<file path="config.mk">
export PLATFORM = sky130hd
export DESIGN_NAME = gate_test_sequencer_flat
export DESIGN_NICKNAME = d
export VERILOG_FILES = /design/src/rtl/gate_test_sequencer_if.sv /design/src/rtl/gate_test_sequencer.sv /design/src/flat_wrapper.sv
export SDC_FILE = /design/constraint.sdc
export NUM_CORES = 1
export LEC_CHECK = 0
export CORE_ASPECT_RATIO = 1.5
export CORE_MARGIN = 2
export CORE_UTILIZATION = 62
export DETAILED_ROUTE_END_ITERATION = 8
export DONT_BUFFER_PORTS = 1
export PLACE_DENSITY_LB_ADDON = 0.3
export RECOVER_POWER = 25
export SETUP_SLACK_MARGIN = 0.3
export SYNTH_ARGS = -nofsm -noshare
export SYNTH_HDL_FRONTEND = slang
export SYNTH_SLANG_ARGS = --single-unit
export TNS_END_PERCENT = 1
</file>
<file path="constraint.sdc">
create_clock -name clk -period 6.5 [get_ports clk]
set_clock_uncertainty 0.15 [all_clocks]
set_input_delay 0.65 -clock clk [delete_from_list [all_inputs] [get_ports clk]]
set_output_delay 0.65 -clock clk [all_outputs]
set_load 0.03 [all_outputs]
</file>
<file path="src/rtl/gate_test_sequencer_if.sv">
// Board-side signal bundle for the gate self-test sequencer.
// master = sequencer, slave = gate/button side.
interface gate_test_sequencer_if;
  logic       start_btn;
  logic       gate_f;
  logic       gate_a;
  logic       gate_b;
  logic       busy;
  logic       done;
  logic       pass;
  logic [3:0] fail_mask;
  logic [1:0] vec_idx;

  modport master (
    input  start_btn, gate_f,
    output gate_a, gate_b, busy, done,
    output pass, fail_mask, vec_idx
  );

  modport slave (
    output start_btn, gate_f,
    input  gate_a, gate_b, busy, done,
    input  pass, fail_mask, vec_idx
  );
endinterface

</file>
<file path="src/rtl/gate_test_sequencer.sv">
// Push-button self-test of a 2-input gate: steps all four
// input vectors, samples the output, reports a fail mask.
module gate_test_sequencer #(
  parameter int         SETTLE_CYCLES   = 25000000,
  parameter int         DEBOUNCE_CYCLES = 500000,
  parameter logic [3:0] EXPECT          = 4'b1000
) (
  input  logic                  clk,
  input  logic                  rst,
  gate_test_sequencer_if.master bus
);
  localparam int SW = $clog2(SETTLE_CYCLES);
  localparam int DW = $clog2(DEBOUNCE_CYCLES);
  localparam logic [SW-1:0] SET_LD = SW'(SETTLE_CYCLES - 1);
  localparam logic [DW-1:0] DB_MAX = DW'(DEBOUNCE_CYCLES - 1);

  localparam logic [1:0] IDLE   = 2'd0;
  localparam logic [1:0] SETTLE = 2'd1;
  localparam logic [1:0] SAMPLE = 2'd2;
  localparam logic [1:0] DONE   = 2'd3;

  logic          r_btn_s1, r_btn_s2;
  logic          r_db, r_db_q;
  logic [DW-1:0] r_db_cnt;
  logic          r_f_s1, r_f_s2;
  logic [1:0]    r_state;
  logic [SW-1:0] r_cnt;
  logic [1:0]    r_vec;
  logic [3:0]    r_mask;
  logic          r_a, r_b;
  logic          r_busy, r_done, r_pass;

  logic          w_start;
  logic          w_miss;
  logic [3:0]    w_mask_upd;
  logic [1:0]    w_vec_nx;

  assign w_start    = r_db & ~r_db_q;
  assign w_miss     = r_f_s2 != EXPECT[r_vec];
  assign w_mask_upd = r_mask | (4'(w_miss) << r_vec);
  assign w_vec_nx   = r_vec + 2'd1;

  // Button: 2-FF sync, then level must hold DEBOUNCE_CYCLES to flip
  always_ff @(posedge clk) begin
    if (rst) begin
      r_btn_s1 <= 1'b0;
      r_btn_s2 <= 1'b0;
      r_db     <= 1'b0;
      r_db_q   <= 1'b0;
      r_db_cnt <= '0;
      r_f_s1   <= 1'b0;
      r_f_s2   <= 1'b0;
    end else begin
      r_btn_s1 <= bus.start_btn;
      r_btn_s2 <= r_btn_s1;
      r_db_q   <= r_db;
      r_f_s1   <= bus.gate_f;
      r_f_s2   <= r_f_s1;
      if (r_btn_s2 == r_db) begin
        r_db_cnt <= '0;
      end else if (r_db_cnt == DB_MAX) begin
        r_db     <= r_btn_s2;
        r_db_cnt <= '0;
      end else begin
        r_db_cnt <= r_db_cnt + 1'b1;
      end
    end
  end

  always_ff @(posedge clk) begin
    if (rst) begin
      r_state <= IDLE;
      r_cnt   <= '0;
      r_vec   <= 2'd0;
      r_mask  <= 4'd0;
      r_a     <= 1'b0;
      r_b     <= 1'b0;
      r_busy  <= 1'b0;
      r_done  <= 1'b0;
      r_pass  <= 1'b0;
    end else begin
      unique case (r_state)
        IDLE, DONE: begin
          if (w_start) begin
            r_mask  <= 4'd0;
            r_done  <= 1'b0;
            r_pass  <= 1'b0;
            r_vec   <= 2'd0;
            r_a     <= 1'b0;
            r_b     <= 1'b0;
            r_cnt   <= SET_LD;
            r_busy  <= 1'b1;
            r_state <= SETTLE;
          end
        end
        SETTLE: begin
          if (r_cnt == '0) r_state <= SAMPLE;
          else             r_cnt   <= r_cnt - 1'b1;
        end
        SAMPLE: begin
          r_mask <= w_mask_upd;
          if (r_vec == 2'd3) begin
            r_busy  <= 1'b0;
            r_done  <= 1'b1;
            r_pass  <= (w_mask_upd == 4'd0);
            r_a     <= 1'b0;
            r_b     <= 1'b0;
            r_state <= DONE;
          end else begin
            r_vec   <= w_vec_nx;
            r_a     <= w_vec_nx[1];
            r_b     <= w_vec_nx[0];
            r_cnt   <= SET_LD;
            r_state <= SETTLE;
          end
        end
        default: r_state <= IDLE;
      endcase
    end
  end

  assign bus.gate_a    = r_a;
  assign bus.gate_b    = r_b;
  assign bus.busy      = r_busy;
  assign bus.done      = r_done;
  assign bus.pass      = r_pass;
  assign bus.fail_mask = r_mask;
  assign bus.vec_idx   = r_vec;
endmodule
</file>
<file path="src/flat_wrapper.sv">
// flat-port wrapper written by rule: the top's interface ports become plain ports
module gate_test_sequencer_flat 
#(
  parameter int         SETTLE_CYCLES   = 25000000,
  parameter int         DEBOUNCE_CYCLES = 500000,
  parameter logic [3:0] EXPECT          = 4'b1000
)
  (clk, rst, bus_start_btn, bus_gate_f, bus_gate_a, bus_gate_b, bus_busy, bus_done, bus_pass, bus_fail_mask, bus_vec_idx);
  gate_test_sequencer_if bus_i ();
  input  logic clk;
  input  logic rst;
  input wire logic [$bits(bus_i.start_btn)-1:0] bus_start_btn;
  input wire logic [$bits(bus_i.gate_f)-1:0] bus_gate_f;
  output wire logic [$bits(bus_i.gate_a)-1:0] bus_gate_a;
  output wire logic [$bits(bus_i.gate_b)-1:0] bus_gate_b;
  output wire logic [$bits(bus_i.busy)-1:0] bus_busy;
  output wire logic [$bits(bus_i.done)-1:0] bus_done;
  output wire logic [$bits(bus_i.pass)-1:0] bus_pass;
  output wire logic [$bits(bus_i.fail_mask)-1:0] bus_fail_mask;
  output wire logic [$bits(bus_i.vec_idx)-1:0] bus_vec_idx;
  assign bus_i.start_btn = bus_start_btn;
  assign bus_i.gate_f = bus_gate_f;
  assign bus_gate_a = bus_i.gate_a;
  assign bus_gate_b = bus_i.gate_b;
  assign bus_busy = bus_i.busy;
  assign bus_done = bus_i.done;
  assign bus_pass = bus_i.pass;
  assign bus_fail_mask = bus_i.fail_mask;
  assign bus_vec_idx = bus_i.vec_idx;
  gate_test_sequencer #(.SETTLE_CYCLES(SETTLE_CYCLES), .DEBOUNCE_CYCLES(DEBOUNCE_CYCLES), .EXPECT(EXPECT)) u_core (.clk(clk), .rst(rst), .bus(bus_i));
endmodule
</file>
# == Word-level counts from Yosys, hierarchy flattened ==
# Cells that the tools add are included.
# word_totals
regBits,63
wordCells,76
out_inout_bits,11
# op_classes
order_cmp,1
mux,27
bitwise_logic,4
shifts,1
eq_ne,12
add_sub_neg,3
reduce_logical,12
# ops
op,count
two-way mux 25 bit,3
one-hot mux 25 bit (3 select lines),1
logical NOT 25 bit,1
"subtractor 25 x 1 -> 25 bit, second input constant",1
"adder 19 x 1 -> 19 bit, second input constant",1
"== test 19 bit, second input constant",1
two-way mux 2 bit,5
one-hot mux 1 bit (2 select lines),5
AND reduction 3 bit,3
two-way mux 1 bit,8
one-hot mux 4 bit (2 select lines),1
"== test 2 bit, second input constant",3
"inequality test 2 x 1 -> 1 bit, second input constant",3
one-hot mux 2 bit (3 select lines),1
AND reduction 2 bit,3
logical NOT 4 bit,1
two-way mux 4 bit,1
"inequality test 2 bit, second input constant",2
OR 4 bit,1
one-hot mux 2 bit (2 select lines),1
<< shifter 1 x 2 -> 4 bit,1
"< comparator 2 x 3 -> 1 bit, second input constant",1
OR reduction 3 bit,1
"adder 2 x 1 -> 2 bit, second input constant",1
9 further kinds,10

# == Depth between registers and ports, before layout ==
# Gate-level depths: netlist (run 1).
# depth
word_depth,8
depth_mapped,9

# == Worst setup path before layout (run 1) ==
# Ideal clock, no wire load.
# synth_path
path_type,reg2reg
startpoint,register u_core.r_state[0]
endpoint,register u_core.r_cnt[16]
path_stages_with_launch,9
arrival_ps,2085
period_less_slack_ps,2309
setup_time_ps,74
slack_ps,4191
t_required_ps,6276
path_cell_list,dfxtp_1 > inv_1 > ha_1 > clkbuf_1 > inv_1 > o2111ai_1 > or4_1 > or3_1 > a31oi_1
# synth_via
elab_chain_cells,4
# synth_rtl
element,line,text
start: declaration,gate_test_sequencer.sv:26,logic [1:0] r_state;
start signal: assignment,gate_test_sequencer.sv:72,r_state <= IDLE;
start signal: assignment,gate_test_sequencer.sv:93,r_state <= SETTLE;
start signal: assignment,gate_test_sequencer.sv:97,if (r_cnt == '0) r_state <= SAMPLE;
== test 2 bit / logical NOT 2 bit (equally long branches),gate_test_sequencer.sv:82,unique case (r_state)
OR reduction 2 bit,gate_test_sequencer.sv:82,
inequality test 2 x 1 -> 1 bit (no line),n/a,
AND reduction 3 bit (no line),n/a,
end signal: assignment,gate_test_sequencer.sv:98,else r_cnt <= r_cnt - 1'b1;
end: declaration,gate_test_sequencer.sv:27,logic [SW-1:0] r_cnt;
# Several ways; a longest one is shown, not always the timed one.
# A chain may end at the register's enable or synchronous reset.

# == Worst setup path in the final report (run 1) ==
# layout_path
startpoint,"register u_core.r_vec[0], in the netlist u_core.bus.vec_idx[0]"
endpoint,register u_core.r_cnt[17]
# layout_via
elab_chain_cells,3
# layout_rtl
element,line,text
start: declaration,gate_test_sequencer.sv:28,logic [1:0] r_vec;
start signal: assignment,gate_test_sequencer.sv:110,r_vec <= w_vec_nx;
== test 2 bit,gate_test_sequencer.sv:102,if (r_vec == 2'd3) begin
inequality test 2 bit (no line),n/a,
AND reduction 3 bit (no line),n/a,
# Every way passes these cells.

==> results of run 1 <==
## cell families after synthesis
group | count (synthesis)
AOI/OAI and AO/OA | 65
buffers and inverters | 24
adders and majority gates | 7
and+or+nand+nor | 152
DFF | 63
muxes | 1
xor gates and xnor gates | 26
## critical path: stages (launching register included)
cell       delay [ns]
dfxtp_1          0.47
ha_1             0.37
and2_1           0.24
a2111oi_0        0.82
nand3_1          0.21
or3_1            0.35
a21oi_1          0.13
## cell type report
cell class	instances	area, µm²	share of cell area
clock inverter	7	97.6	0.0307
inverter	10	37.5	0.0118
multi-input combinational	251	1580	0.497
tap	64	80.1	0.0252
sequential	63	1260	0.396
clock buffer	9	124	0.0389
## through the flow
stage / setup slack, ns / area (µm²) / hold slack, ns
5_1_grt: 3.40 / 3180 / 0.194
4_1_cts: 3.73 / 3180 / 0.198
3_5_place_dp: 3.77 / 2960 / 0.296
2_1_floorplan: 4.19 / 2930 / 0.264
3_3_place_gp: 3.75 / 2960 / 0.268
6_report: 3.69 / 3180 / 0.212
## worst max-delay path by stage
| stage | end | startpoint | cells past startpoint |
|---|---|---|---|
| floorplan | u_core.r_cnt[16]$_SDFFE_PP0P_ | u_core.r_state[0]$_SDFFE_PP0P_ | 8 |
| global placement | u_core.r_cnt[17]$_SDFFE_PP0P_ | u_core.r_cnt[0]$_SDFFE_PP0P_ | 5 |
| detailed placement | u_core.r_cnt[16]$_SDFFE_PP0P_ | u_core.r_cnt[14]$_SDFFE_PP0P_ | 5 |
| CTS | u_core.r_cnt[17]$_SDFFE_PP0P_ | u_core.r_cnt[0]$_SDFFE_PP0P_ | 5 |
| global route | u_core.r_cnt[13]$_SDFFE_PP0P_ | u_core.r_cnt[14]$_SDFFE_PP0P_ | 5 |
| finish | u_core.r_cnt[17]$_SDFFE_PP0P_ | u_core.bus.vec_idx[0]$_SDFFE_PP0P_ | 6 |
## power groups by stage
stage	clock network [µW]	logic, µW	registers [µW]
final	374	291	472
after global routing	397	329	478
after CTS	379	291	470
after detailed placement	0	288	479
after global placement	0	282	477
after floorplan	0	243	467
## metal layers
metal,share of wire,wire length (µm),vias to the layer above,track usage
met1,0.40,2480,1170,0.279
met5,0,0,-,0
met3,0.039,242,24,0.0760
met4,0.033,204,0,0.154
li1,-,-,1227,-
met2,0.53,3240,57,0.430
## state kept, by name (all words and copies together) (netlist names)
name and flops:
u_core.bus.busy 1, u_core.bus.done 1, u_core.bus.fail_mask 4, u_core.bus.gate_a 1
u_core.bus.gate_b 1, u_core.bus.pass 1, u_core.bus.vec_idx 2, u_core.r_btn_s1 1
u_core.r_btn_s2 1, u_core.r_cnt 25, u_core.r_db 1, u_core.r_db_cnt 19
u_core.r_db_q 1, u_core.r_f_s1 1, u_core.r_f_s2 1, u_core.r_state 2
## layout by cell type (no fill, tap or decap), types with 6 or more instances in the layout
| cell | count |
|---|---|
| nor2b_1 | 6 |
| xnor2_1 | 9 |
| nand3_1 | 15 |
| nor3_1 | 13 |
| or3_1 | 12 |
| ha_1 | 7 |
| or4_1 | 7 |
| xor2_1 | 17 |
| o21ai_0 | 11 |
| a31oi_1 | 7 |
| inv_1 | 10 |
| clkbuf_8 | 9 |
| dfxtp_1 | 63 |
| nand2_1 | 14 |
| a21oi_1 | 17 |
| nor4_1 | 9 |
| nor2_1 | 40 |
==> metrics.md, run 1 <==
| Metric | Value |
|---|---|
| Prevailing post-synth register cell | `dfxtp_1` |
| Reg-to-reg endpoint | `u_core.r_cnt[17]$_SDFFE_PP0P_` |
| Synth warn | `0` |
| Post-CTS sizing | `0` |
| Cells after synthesis | `338` |
| Synth area leader | `dfxtp_1` |
| FMAX | `355 MHz` |
| # Post-CTS Setup Buffers | `0` |
| Share of cells above drive strength 1 | `0.0647` |
| Most common cell in the netlist | `dfxtp_1` |
| H-tree lvl count | `3` |
| WL final | `6160 µm` |
| Routability Congestion | `0.831` |
| Worst Tran Pin Value | `1.03 ns` |
| Final core occ | `0.701` |
| Crit path capture type | `flip-flop` |
| Post-synthesis compound-gate area fraction | `0.148` |
| Main combinational cell family by area after synthesis | `simple AND/OR/NAND/NOR gates` |
| Drt first pass iters | `4` |
| Via-per-instance ratio | `6.13` |
| Largest cells by area after synthesis | `dfxtp_1 (43%), nor2_1 (5.1%), xor2_1 (5.1%), ha_1 (3.0%), a21oi_1 (2.9%)` |
| PortBufs | `0` |
| Largest net degree at the start of global routing | `42` |
| Total power | `1140 µW` |
| Hold Crit Depth | `1` |
| Initial core utilization | `0.646` |
| Setup Crit Path Kind | `reg -> reg` |
| Sequential area share after synthesis | `0.430` |
| Synth cell types | `45` |
| Via count | `2,478` |
| Fin nets | `346` |
| Ant diodes | `0` |
| Max Cap Viol | `0` |
| Overall global routing resource usage | `0.257` |
| Switching Fraction | `0.342` |
| Clock buffer depth | `2` |
| Vias in the first global route | `2,356` |
| Register-to-register setup slack | `3.69 ns` |
| Pwr dens | `357 mW/mm²` |
| Register share of total power | `0.415` |
| Chip height | `88.3 µm` |
| Area grow syn2layout | `8.49%` |
| First-pass GRT wire length | `10,200 µm` |
| Clk sinks | `63` |
| Hold endpoint | `u_core.bus.fail_mask[1]$_SDFFE_PP0P_` |
| Initial antenna violation count | `0` |
| Clock share of power | `0.329` |
| Remaining Overflow, GRT | `0` |
| Slew HR | `0.297` |
| Async set or reset register ratio after synthesis | `0` |
| Post-Syn Area per Cell | `8.68 µm²` |
| Status | `finished clean` |
| HP Start | `rst` |
| Clock slew at reported path FFs | `0.07 ns` |
| # fillers | `380` |
| VDD IR-drop max | `0.000218 V` |
| Post-route minimum period | `2.81 ns` |
| CP Data Arrival Time | `2.94 ns` |
| DRC violations left | `0` |
| Row cnt | `30` |
| Gate power share | `0.256` |
| Simple-Gate Fraction of Synth Area | `0.281` |
| Switch Pwr | `389 µW` |
| RSZ-0062 raised after global routing | `no` |
| Avg WL per Cell | `15.3 µm` |
| Pint | `748 µW` |
| I/O pin count | `15` |
| Final HPWL DP | `4260 µm` |
| Max Slew Vio Count | `0` |
| Hold-fix buffers at CTS | `0` |
| Number of synthesized flops with an enable pin | `0` |
| Finish-stage setup viols | `0` |
| Static Leak | `0.00108 µW` |
| Die ar. | `0.00531 mm²` |
| Iteration-0 DRC Markers | `130` |
| Die X-Extent | `60.2 µm` |
| Syn Nets | `349` |
| Cells after DPL | `388` |
| Share of the synthesized area in the top cell type | `0.430` |
| Mux cell area share after synthesis | `0.00341` |
| Insertion delay to the later sink of the worst-skew pair | `0.35 ns` |
| TritonCTS Buffers | `9` |
| Final hold vios | `0` |
| Hold Crit Class | `in -> reg` |
| Worst R2R Start | `u_core.bus.vec_idx[0]$_SDFFE_PP0P_` |
| Reg2Reg Depth | `6` |
| CTS tree | `done` |
| Setup_tns | `0 ns` |
| Startpoint Class | `flip-flop` |
| Synth Area in Adders | `0.0299` |
| Antenna Nets Post-Route | `0` |
| Top post-synthesis cells by count | `dfxtp_1 (63), nor2_1 (40), a21oi_1 (17), xor2_1 (17), nand3_1 (15)` |
| CTS Root Cell | `clkbuf_8` |
| Core Box Area | `0.00454 mm²` |
| Register bit total from synthesis | `63` |
| Xor/xnor share of the synthesized area | `0.0776` |
| Post-Layout Cell Count | `404` |
| Tcrit/Tclk final | `0.433` |
| Worst-path maximum fanout | `7` |
| Critical Path RT | `6.62 ns` |
| Synthesized area | `0.00293 mm²` |
(Power assumes the default switching activity.)
==> run 2, diff against run 1 <==
- ABC_AREA: unset -> 1
- clock period: 6.5 -> 2.7 ns (I/O delays scaled with it)
==> metrics.md, run 2 <==
| Metric | Value |
|---|---|
| Status | `finished clean` |
| Setup Crit Path Kind | `reg -> reg` |
| H-tree lvl count | `3 (unchanged)` |
| Largest cells by area after synthesis | `dfxtp_1 (37%), nand2_1 (16%), nor2_1 (8.8%), nand3_1 (5.7%), inv_1 (5.6%)` |
| WL final | `7660 µm (+24%)` |
| Row cnt | `33 (+10%)` |
| Final core occ | `0.688 (-0.0126)` |
| Final hold vios | `0 (unchanged)` |
| Static Leak | `0.00147 µW (+36%)` |
| Clock slew at reported path FFs | `0.07 ns (about the same)` |
| Most common cell after layout, fill and taps aside | `nand2_1` |
| Worst-path maximum fanout | `23 (+16)` |
| TritonCTS Buffers | `9 (unchanged)` |
| Largest Register | `u_core.r_cnt` |
| Top post-synthesis cells by count | `nand2_1 (149), nor2_1 (81), dfxtp_1 (63)` |
| Crit path capture type | `flip-flop` |
| Vias in the first global route | `3,146 (+34%)` |
| Number of synthesized flops with an enable pin | `0 (unchanged)` |
| Critical path's slowest cell | `o21ai_4` |
| Max reg flops | `25 (unchanged)` |
| Commonest non-fill, non-tap cells in the layout | `nand2_1 (149), nor2_1 (81), dfxtp_1 (63)` |
| Max Slew Vio Count | `0 (unchanged)` |
| PortBufs | `0 (unchanged)` |
| Sequential area share after synthesis | `0.366 (-0.0638)` |
| Total power | `3520 µW (+210%)` |
| CTS Root Cell | `clkbuf_8` |
| FMAX | `455 MHz (+28%)` |
| Critical Path RT | `2.84 ns (-3.78 ns)` |
| CP Data Arrival Time | `2.34 ns (-0.60 ns)` |
| # fillers | `480 (+26%)` |
| Iteration-0 DRC Markers | `274 (+110%)` |
| Chip height | `95.3 µm (+8.0%)` |
| Initial core utilization | `0.637 (-0.00895)` |
| Die X-Extent | `64.9 µm (+7.8%)` |
| Pwr dens | `945 mW/mm² (+160%)` |
| Post-route minimum period | `2.20 ns (-0.614 ns)` |
| Fin nets | `533 (+54%)` |
| Async set or reset register ratio after synthesis | `0 (unchanged)` |
| Synthesized area | `0.00345 mm² (+17%)` |
| Die ar. | `0.00618 mm² (+16%)` |
| Final HPWL DP | `5520 µm (+29%)` |
| VDD IR-drop max | `0.000580 V (+170%)` |
| Startpoint Class | `flip-flop` |
| Clk sinks | `63 (unchanged)` |
| Largest net degree at the start of global routing | `38 (-9.5%)` |
| RSZ-0062 raised after global routing | `no` |
| Ant diodes | `0 (unchanged)` |
| First-pass GRT wire length | `13,200 µm (+30%)` |
| Hold Crit Class | `in -> reg` |
| Slew HR | `0.509 (+0.213)` |
| Most common cell in the netlist | `nand2_1` |
| Share of the synthesized area in the top cell type | `0.366 (-0.0638)` |
| Max Cap Viol | `0 (unchanged)` |
| Prevailing post-synth register cell | `dfxtp_1` |
| Routability Congestion | `0.939 (+13%)` |
| Most frequent CP cell | `inv_1` |
| Setup_tns | `0 ns (unchanged)` |
| Via count | `3,281 (+32%)` |
| Syn Nets | `529 (+52%)` |
| Worst-path cell chain | `inv_1, ha_1, inv_1, o21ai_4, nand2_1, a21oi_2` |
| Tcrit/Tclk final | `0.815 (+0.382)` |
| I/O pin count | `15 (unchanged)` |
| Antenna Nets Post-Route | `0 (unchanged)` |
| Clock buffer depth | `2 (unchanged)` |
| Crit-path max cell delay | `0.58 ns (-0.24 ns)` |
| Area grow syn2layout | `8.02%` |
| Finish-stage setup viols | `0 (unchanged)` |
| Via-per-instance ratio | `5.50 (-10%)` |
| Core Box Area | `0.00541 mm² (+19%)` |
| Min Hold Slack | `0.0501 ns (-0.162 ns)` |
| DRC violations left | `0 (unchanged)` |
| Avg WL per Cell | `12.8 µm (-16%)` |
| CTS tree | `done` |
| Post-Syn Area per Cell | `6.65 µm² (-23%)` |
| Initial antenna violation count | `0 (unchanged)` |
| Cells after synthesis | `518 (+53%)` |
| Synth warn | `0 (unchanged)` |
| Share of cells above drive strength 1 | `0.0873 (+0.0226)` |
| Drt first pass iters | `5 (+1)` |
| # Post-CTS Setup Buffers | `0 (unchanged)` |
| Remaining Overflow, GRT | `0 (unchanged)` |
| Worst Tran Pin Value | `0.729 ns (-0.300 ns)` |
| Synth cell types | `32 (-29%)` |
| Overall global routing resource usage | `0.276 (+0.0195)` |
| Synth area leader | `dfxtp_1` |
| Insertion delay to the later sink of the worst-skew pair | `0.34 ns (about the same)` |
| Register bit total from synthesis | `63 (unchanged)` |
-- run 2: final cells by class --
class / instances / area, µm² / area share
multi-input combinational: 393 / 1940 / 0.520
tap: 70 / 87.6 / 0.0235
timing repair buffer: 4 / 47.5 / 0.0128
clock buffer: 11 / 141 / 0.0380
clock inverter: 5 / 57.6 / 0.0155
sequential: 63 / 1260 / 0.339
inverter: 51 / 191 / 0.0514
-- run 2: final timing paths --
path / to / slack (ns) / from / depth (start not counted)
max: u_core.r_cnt[21]$_SDFFE_PP0P_ / 0.50 / u_core.r_state[1]$_SDFFE_PP0P_ / 6
min: u_core.r_cnt[20]$_SDFFE_PP0P_ / 0.05 / rst / 2
max reg2reg: u_core.r_cnt[21]$_SDFFE_PP0P_ / 0.50 / u_core.r_state[1]$_SDFFE_PP0P_ / 6
min reg2reg: u_core.r_f_s2$_SDFF_PP0_ / 0.25 / u_core.r_f_s1$_SDFF_PP0_ / 2
-- run 2: kinds of logic after synthesis --
logic type / count (synthesis) / synth area share
buf+inv: 62 / 0.0737
simple gates: 318 / 0.407
compound gates: 59 / 0.105
fa+ha+maj: 7 / 0.0254
xor+xnor: 9 / 0.0229
flops: 63 / 0.366
-- run 2: metrics by stage --
stage | cells | instance area [µm²] | setup slack, ns
floorplan | 518 | 3450 | 0.855
global placement | 578 | 3480 | 0.494
detailed placement | 578 | 3480 | 0.457
CTS | 597 | 3720 | 0.442
global route | 597 | 3720 | 0.336
finish | 597 | 3720 | 0.500
-- run 2: timing repair --
item | 4_1_cts | 5_1_grt
gates resized for setup | 0 | 1
endpoints found under the hold margin | 37 | 0
endpoints found under the setup margin | 0 | 2
hold buffers | 3 | 0
-- run 2: routing by layer --
metal  share of wire  GRT usage  vias up
met5               0          0        -
met4           0.048      0.197        0
met3           0.037     0.0531       36
met2            0.52      0.497       80
met1            0.40      0.281     1483
li1                -          -     1682
-- run 2: power by group --
| part | leakage (µW) | switching, µW | internal (µW) |
|---|---|---|---|
| Sequential | 0.000511 | 121 | 1030 |
| Combinational | 0.000865 | 1030 | 519 |
| Clock | 0.0000916 | 370 | 449 |
-- run 2: worst max-delay path: cells and delay by family, from the launching register on --
kind                       cells  cell delay, ns
AOI/OAI and AO/OA              2            0.74
adders and majority gates      1            0.42
buffers and inverters          2            0.34
DFF                            1            0.33
and+or+nand+nor                1            0.15
==> run 3, diff against run 2 <==
- CORE_UTILIZATION: 62 -> 57
- clock period: 2.7 -> 1.9 ns (I/O delays scaled with it)
==> metrics.md, run 3 (same netlist as run 2, synthesis figures left out) <==
| Metric | Value |
|---|---|
| Final hold vios | `32 (+32)` |
| Finish-stage setup viols | `0 (unchanged)` |
| Multi-input logic area | `0.00203 mm² (+5.1%)` |
| Reg-to-reg endpoint | `u_core.r_cnt[17]$_SDFFE_PP0P_` |
| Worst-path cell chain | `nor2_1, nand2_2, nor2_4, nand3_4, o21ai_4, buf_12, nor2_1, nor2_1, nor2_1` |
| Clock slew at reported path FFs | `0.08 ns (about the same)` |
| Min Hold Slack | `-0.249 ns (-0.299 ns)` |
| CP Data Arrival Time | `1.83 ns (-0.51 ns)` |
| Crit-path max cell delay | `0.36 ns (-0.22 ns)` |
| Fin nets | `560 (+5.1%)` |
| CTS Root Cell | `clkbuf_8` |
| Worst-path maximum fanout | `23 (unchanged)` |
| Critical path's slowest cell | `dfxtp_1` |
| Hold-fix buffers at CTS | `7 (+4)` |
| FMAX | `577 MHz (+27%)` |
| Register share of total power | `0.295 (-0.031)` |
| # fillers | `463 (-3.5%)` |
| Clock buffer depth | `2 (unchanged)` |
| Pint | `3220 µW (+62%)` |
| Failing checks | `hold timing` |
| Total power | `5570 µW (+59%)` |
| H-tree lvl count | `3 (unchanged)` |
| Most frequent CP cell | `nor2_1` |
| Placement Setup Slack | `0.0682 ns (-0.389 ns)` |
| RSZ-0062 raised after global routing | `yes` |
| I/O pin count | `15 (unchanged)` |
| Tcrit/Tclk final | `0.913 (+0.0976)` |
| Share of cells above drive strength 1 | `0.186 (+0.0986)` |
| CTS tree | `done` |
| Max reg flops | `25 (unchanged)` |
| CP Capture Point | `u_core.r_cnt[17]$_SDFFE_PP0P_` |
| First-pass GRT wire length | `14,500 µm (+10%)` |
| Area grow syn2layout | `18.1%` |
| Worst Tran Pin Value | `0.489 ns (-0.240 ns)` |
| Static Leak | `0.00163 µW (+11%)` |
| VDD IR-drop max | `0.000988 V (+70%)` |
| Max Cap Viol | `0 (unchanged)` |
| Clock share of power | `0.237 (+0.004)` |
| Status | `finished with violations` |
| Row cnt | `34 (+3.0%)` |
| Avg WL per Cell | `13.9 µm (+8.3%)` |
| Setup_tns | `0 ns (unchanged)` |
| Pwr dens | `1370 mW/mm² (+45%)` |
| Seq. cell area | `0.00127 mm² (+0.60%)` |
| PortBufs | `0 (unchanged)` |
| Final HPWL DP | `6030 µm (+9.3%)` |
| Core Box Area | `0.00583 mm² (+7.7%)` |
| Startpoint Class | `flip-flop` |
| Crit path capture type | `flip-flop` |
| Initial core utilization | `0.591 (-0.0458)` |
| Die ar. | `0.00670 mm² (+8.3%)` |
| Largest net degree at the start of global routing | `39 (+2.6%)` |
| Iteration-0 DRC Markers | `206 (-25%)` |
| Register-to-register setup slack | `0.17 ns (-0.33 ns)` |
| Worst R2R Start | `u_core.r_cnt[14]$_SDFFE_PP0P_` |
| Via count | `3,508 (+6.9%)` |
| TritonCTS Buffers | `9 (unchanged)` |
| Via-per-instance ratio | `5.60 (+2.0%)` |
| Ant diodes | `0 (unchanged)` |
| Worst setup slack after layout | `0.166 ns (-0.334 ns)` |
| Hold Crit Class | `in -> reg` |
| Switching Fraction | `0.422 (-0.0113)` |
| Commonest non-fill, non-tap cells in the layout | `nand2_1 (145), nor2_1 (71), dfxtp_1 (57)` |
| Antenna Nets Post-Route | `0 (unchanged)` |
| DRC violations left | `0 (unchanged)` |
| Remaining Overflow, GRT | `0 (unchanged)` |
| Slew HR | `0.674 (+0.165)` |
| Initial antenna violation count | `0 (unchanged)` |
| Max Slew Vio Count | `0 (unchanged)` |
| Largest Register | `u_core.r_cnt` |
| Die X-Extent | `67.5 µm (+4.0%)` |
| Gate power share | `0.468 (+0.027)` |
| Insertion delay to the later sink of the worst-skew pair | `0.35 ns (about the same)` |
| Most common cell after layout, fill and taps aside | `nand2_1` |
| Routability Congestion | `0.967 (+2.9%)` |
| WL final | `8710 µm (+14%)` |
| Vias in the first global route | `3,458 (+9.9%)` |
| Setup Crit Path Kind | `reg -> reg` |
| Critical Path RT | `2.00 ns (-0.84 ns)` |
| Chip height | `99.2 µm (+4.1%)` |
| Switch Pwr | `2350 µW (+54%)` |
| Clk sinks | `63 (unchanged)` |
| Reg2Reg Depth | `9 (+3)` |
| Overall global routing resource usage | `0.282 (+0.00542)` |
| Post-route minimum period | `1.73 ns (-0.466 ns)` |
| Critical Path Source | `u_core.r_cnt[14]$_SDFFE_PP0P_` |
| Drt first pass iters | `5 (unchanged)` |
-- run 3: changes by cell type in the layout (fill, tap and decap cells not counted), sizes merged --
cell / previous run / this run
buf: 2 / 22
dlygate4sd3: 2 / 7
clkinv: 1 / 4
clkinvlp: 3 / 0
bufinv: 1 / 2
clkbuf: 11 / 12
-- run 3: power groups by stage --
stage | Combinational, µW | Clock (µW) | Sequential [µW]
floorplan | 1870 | 0 | 1610
global placement | 2250 | 0 | 1650
detailed placement | 2310 | 0 | 1660
CTS | 2510 | 1320 | 1630
global route | 2890 | 1370 | 1660
finish | 2610 | 1320 | 1640
-- run 3: area by class of cell --
| cell class | instances | share of cell area |
|---|---|---|
| Inverter | 51 | 0.0470 |
| Clock buffer | 10 | 0.0338 |
| Sequential cell | 63 | 0.312 |
| Multi-Input combinational cell | 393 | 0.500 |
| Clock inverter | 6 | 0.0206 |
| Tap cell | 72 | 0.0221 |
| Timing Repair Buffer | 31 | 0.0646 |
-- run 3: critical path, delay by kind of cell (launching register included) --
kind / cells / cell delay (ns)
AND/OR/NAND/NOR: 7 / 0.77
flip-flops: 1 / 0.36
AO/OA/AOI/OAI: 1 / 0.16
buffers and inverters: 1 / 0.18
-- run 3: stage by stage --
step / area [µm²] / cells / hold WS [ns] / util
after floorplan: 3490 / 518 / 0.147 / -
after global placement: 3630 / 594 / 0.109 / 0.623
after detailed placement: 3630 / 594 / 0.111 / 0.623
after CTS: 4030 / 625 / -0.257 / 0.692
after global routing: 4070 / 626 / -0.266 / 0.698
final: 4070 / 626 / -0.249 / 0.698
-- run 3: metal layers --
metal / vias up / track usage / wire [µm]
li1: 1732 / - / -
met1: 1632 / 0.281 / 3310
met2: 113 / 0.513 / 4670
met3: 31 / 0.0520 / 355
met4: 0 / 0.173 / 368
met5: - / 0 / 0
-- run 3: what timing repair did --
item / 4_1_cts / 5_1_grt
cloned: 0 / 0
pin swaps: 5 / 2
resized for setup: 19 / 13
endpoints found under the setup margin: 53 / 56
setup buffers: 8 / 1
endpoints found under the hold margin: 41 / 32
-- run 3: worst min-delay path by stage --
stage                              from                             to  depth (start not counted)
after CTS                           rst  u_core.r_cnt[18]$_SDFFE_PP0P_                          1
after global routing                rst  u_core.r_cnt[18]$_SDFFE_PP0P_                          1
after detailed placement            rst  u_core.r_cnt[18]$_SDFFE_PP0P_                          1
after floorplan           bus_start_btn     u_core.r_btn_s1$_SDFF_PP0_                          2
after global placement              rst  u_core.r_cnt[18]$_SDFFE_PP0P_                          1
final                               rst  u_core.r_cnt[18]$_SDFFE_PP0P_                          1
